**src/rtl/alu.sv**
```systemverilog
// 4-bit, 8-operation ALU with a registered result and a carry/overflow condition code register.
// Inputs are sampled every rising edge; outputs show the previous edge's operation.
module alu (
    input  logic       clk,
    input  logic       rst,
    input  logic [3:0] n1,
    input  logic [3:0] n2,
    input  logic [2:0] operator,
    output logic [1:0] CCR,
    output logic [3:0] result
);

    typedef enum logic [2:0] {
        OP_ADD = 3'b000,
        OP_SUB = 3'b001,
        OP_AND = 3'b010,
        OP_OR  = 3'b011,
        OP_XOR = 3'b100,
        OP_SLL = 3'b101,
        OP_SRL = 3'b110,
        OP_MUL = 3'b111
    } op_e;

    logic [3:0] result_d, result_q;
    logic       carry_d, carry_q;
    logic       ovf_d, ovf_q;

    logic [4:0] sum;
    logic [4:0] diff;
    logic [7:0] prod_u;
    logic [7:0] prod_s;
    op_e        op;

    assign op   = op_e'(operator);
    assign sum  = {1'b0, n1} + {1'b0, n2};
    assign diff = {1'b0, n1} - {1'b0, n2};
    assign prod_u = {4'b0000, n1} * {4'b0000, n2};
    // Sign-extended 8-bit multiply; the low 8 bits hold the exact signed product (-56..64).
    assign prod_s = {{4{n1[3]}}, n1} * {{4{n2[3]}}, n2};

    always_comb begin
        result_d = 4'b0000;
        carry_d  = 1'b0;
        ovf_d    = 1'b0;
        case (op)
            OP_ADD: begin
                result_d = sum[3:0];
                carry_d  = sum[4];
                ovf_d    = (n1[3] == n2[3]) && (sum[3] != n1[3]);
            end
            OP_SUB: begin
                result_d = diff[3:0];
                carry_d  = diff[4];
                ovf_d    = (n1[3] != n2[3]) && (diff[3] != n1[3]);
            end
            OP_AND: result_d = n1 & n2;
            OP_OR:  result_d = n1 | n2;
            OP_XOR: result_d = n1 ^ n2;
            OP_SLL: begin
                result_d = {n1[2:0], 1'b0};
                carry_d  = n1[3];
                ovf_d    = n1[3] ^ n1[2];
            end
            OP_SRL: begin
                result_d = {1'b0, n1[3:1]};
                carry_d  = n1[0];
            end
            OP_MUL: begin
                result_d = prod_u[3:0];
                carry_d  = |prod_u[7:4];
                // In range -8..7 exactly when bits 7..3 are all equal.
                ovf_d    = !((&prod_s[7:3]) || !(|prod_s[7:3]));
            end
            default: begin
                result_d = 4'b0000;
                carry_d  = 1'b0;
                ovf_d    = 1'b0;
            end
        endcase
    end

    always_ff @(posedge clk) begin
        if (rst) begin
            result_q <= 4'b0000;
            carry_q  <= 1'b0;
            ovf_q    <= 1'b0;
        end else begin
            result_q <= result_d;
            carry_q  <= carry_d;
            ovf_q    <= ovf_d;
        end
    end

    assign result = result_q;
    assign CCR    = {carry_q, ovf_q};

endmodule

```
**config.mk**
```make
export PLATFORM = sky130hd
export DESIGN_NAME = alu
export DESIGN_NICKNAME = d
export VERILOG_FILES = /design/src/rtl/alu.sv
export SDC_FILE = /design/constraint.sdc
export NUM_CORES = 1
export LEC_CHECK = 0
export ABC_AREA = 1
export CAP_MARGIN = 15
export CORE_MARGIN = 1
export CORE_UTILIZATION = 28
export DETAILED_ROUTE_END_ITERATION = 6
export DONT_BUFFER_PORTS = 1
export PLACE_DENSITY = 0.51
export SYNTH_ARGS = -nofsm -noshare
export SYNTH_HDL_FRONTEND = slang
export SYNTH_SLANG_ARGS = --single-unit
```
**constraint.sdc**
```tcl
create_clock -name clk -period 3.06 [get_ports clk]
set_clock_uncertainty 0.1 [all_clocks]
set_input_delay 0 -clock clk [delete_from_list [all_inputs] [get_ports clk]]
set_output_delay 0 -clock clk [all_outputs]
set_load 0.005 [all_outputs]
```
==> results.md <==
* Reg clk slew, reported paths at 0.03 ns
* Fin crit period at 2.88 ns
* Seq/Total Area, Yosys at 0.0642
* FFs w/ async S/R, synth at 0
* Gr ovfl total at 0
* Global-route wire length before repair at 7.91 mm
* Critical setup path kind: in2reg
* CP delay by family, top: adder cells
* CP dominant cell by count: inv_1
* Footprint of the multi-input gates at 1460 um2
* Overall Global Routing Usage at 0.138
* Tightest Hold Check Type: in2reg
* Vias/cell at 4.61
* Area leader, netlist: ha_1
* Post-DP Area at 1990 um2
* Max-cap viol count at 0
* Detailed placement HPWL at 3.90 mm
* Status: finished clean
* First-pass detailed-route iteration total at 4
* Worst Setup SP: n1[1]
* Critical path's slowest cell: fa_1
* Core Area at 6390 um2
* Peak fanout along the critical path at 7
* CTS Buffer Depth at 2
* Number of cells on the critical path at 17
* Starting density of the core at 0.293
* Ports at 19
* Port bufs at 0
* Synth top area share at 0.221
* Avg Cell Area, Syn at 6.73 um2
* WL final at 4.44 mm
* Largest net degree at the start of global routing at 14
* CP Buf/Inv Count at 4
* # rows at 29
* CP endpoint kind: register
* Final nets at 353
* Top cells by area, synth: ha_1 22%, fa_1 16%, inv_1 12%
* Setup WS pre-CTS at -0.122 ns
* Syn Std Cell Area at 1870 um2
* Worst VDD drop at 0.228 mV
* Cells after Synth at 278
* Cell Chain, Critical Path: nand2_1, inv_1, fa_1, inv_1, fa_1, fa_1, inv_1, ha_1, inv_1, fa_2, nand3b_1, nand3_1, nand2_2, nand2_1, nand3_1, nand3_1, a21oi_2
* Clk root buf: clkbuf_8
* Finished Cell Area at 2090 um2
* Layout cell share with drive strength beyond 1 at 0.107
* Clk sink count at 6
* Critical path arrival at 2.88 ns
* Placed insts at 359
* TNS Setup at 0 ns
* LEAKAGE at 1.18 nW
* # diodes at 0
* Worst-Margin Slew at 0.322 ns
* Top cells by count, synth: 62 x inv_1, 58 x nand2_1, 33 x ha_1
* Remaining antenna violation count at 0
* Die Y at 83.7 um
* Residual DRC count at 0
* Pins Over Slew Limit at 0
* Die span in x at 83.7 um
* WL/cell at 12.1 um
* Final worst setup slack at 0.183 ns
* Startpoint types: input pin
* Synthesized Nets at 339
* Count leader, synth: inv_1
* Crit-path max cell delay at 0.53 ns
* Count of endpoints failing setup in the final report at 0
* Num CTS Buffers at 3
* Filler cell count at 683
* Seq. cell area at 120 um2
* CP required at 3.06 ns
* Via count at 1,692
* Die area at 7010 um2
* H-tree lvl count at 1
* Layout area overhead at 11.8%
* Main synth FF type: dfxtp_1
* Vias in the first global route at 1,710
* First DRT Iteration DRCs at 81
* Unique masters post-synth at 31
* Power per cell area at 276 nW/um2
* CTS tree: built
* Ratio of final minimum period to clock period at 0.940
* EDFF count, synth at 0
* Synth warnings at 0
* RSZ-0062 raised after global routing: true
* Critical path endpoint: ovf_q$_SDFF_PP0_
* Relative slew slack at 0.784
* Antenna violations before repair at 0
* Non-filler instance count after layout at 367
* Max Clock Freq at 348 MHz
* Final hold vios at 0
* Final Wtd Congestion at 0.875
* Yosys reg bits at 6
* Post-CTS repair timing setup buffer count at 0
[cell usage in the layout, fill, tap and decap left out, drive strengths merged, types with 6 or more instances in the layout]
cell type and instances:
dfxtp 6, a21oi 13, fa 15, ha 33
nand3 27, o21ai 6, inv 70, nand2 60
nor2 16, buf 7
[state kept, by name, indices dropped and copies added, names as in the netlist]
| register | count |
|---|---|
| carry_q | 1 |
| ovf_q | 1 |
| result | 4 |
[routing by layer]
metal  GRT usage  part of all wire
met5           0                 0
met3      0.0158             0.033
met1       0.184              0.49
met4      0.0324             0.017
met2       0.237              0.46
[worst min-delay path by stage]
stage | from | to | slack [ns] | cells past startpoint
after floorplan | rst | ovf_q$_SDFF_PP0_ | -0.04 | 1
after global placement | rst | ovf_q$_SDFF_PP0_ | -0.04 | 1
after detailed placement | rst | ovf_q$_SDFF_PP0_ | -0.03 | 1
after CTS | operator[0] | result[3]$_SDFF_PP0_ | 0.03 | 4
after global routing | operator[0] | result[3]$_SDFF_PP0_ | 0.06 | 4
final | operator[0] | result[3]$_SDFF_PP0_ | 0.03 | 4
[power by group]
| part | switching, mW | total [mW] | leakage [nW] | internal [mW] |
|---|---|---|---|---|
| clock | 0.0314 | 0.116 | 0.0216 | 0.0843 |
| combinational | 0.220 | 0.372 | 1.11 | 0.153 |
| sequential | 0.00296 | 0.0893 | 0.0496 | 0.0863 |
[cell families (layout without fill, tap and decap cells)]
| family | count (synthesis) | count (layout) | synth area share |
|---|---|---|---|
| AND/OR/NAND/NOR | 114 | 114 | 0.273 |
| buffers and inverters | 74 | 86 | 0.157 |
| adder cells (fa/ha/maj) | 48 | 48 | 0.381 |
| AO/OA/AOI/OAI | 28 | 28 | 0.0870 |
| XOR/XNOR | 8 | 8 | 0.0375 |
| flip-flops | 6 | 6 | 0.0642 |
[metrics by stage]
| stage | total power, mW | utilization | hold WS (ns) |
|---|---|---|---|
| finish | 0.577 | 0.328 | 0.0283 |
| global route | 0.658 | 0.328 | 0.0568 |
| CTS | 0.575 | 0.326 | 0.0282 |
| detailed placement | 0.450 | 0.312 | -0.0323 |
| global placement | 0.452 | 0.312 | -0.0357 |
| floorplan | 0.381 | - | -0.0376 |
[tightest hold or removal path: stages]
cell and delay [ns]:
nor3_2 0.04, nand3_1 0.08, o211ai_1 0.08, a21oi_1 0.11
[repair_timing]
action,CTS,global route
endpoints found under the setup margin,0,1
endpoints found under the hold margin,6,0
hold buffers,5,0
resized for setup,0,3
[layout make-up]
type / count / share of cell area
timing repair buffer: 12 / 0.0490
tap: 77 / 0.0461
clock buffer: 3 / 0.0197
sequential: 6 / 0.0574
inverter: 71 / 0.128
multi-input combinational: 198 / 0.700
Note: power is estimated with default switching activity, not from simulation.
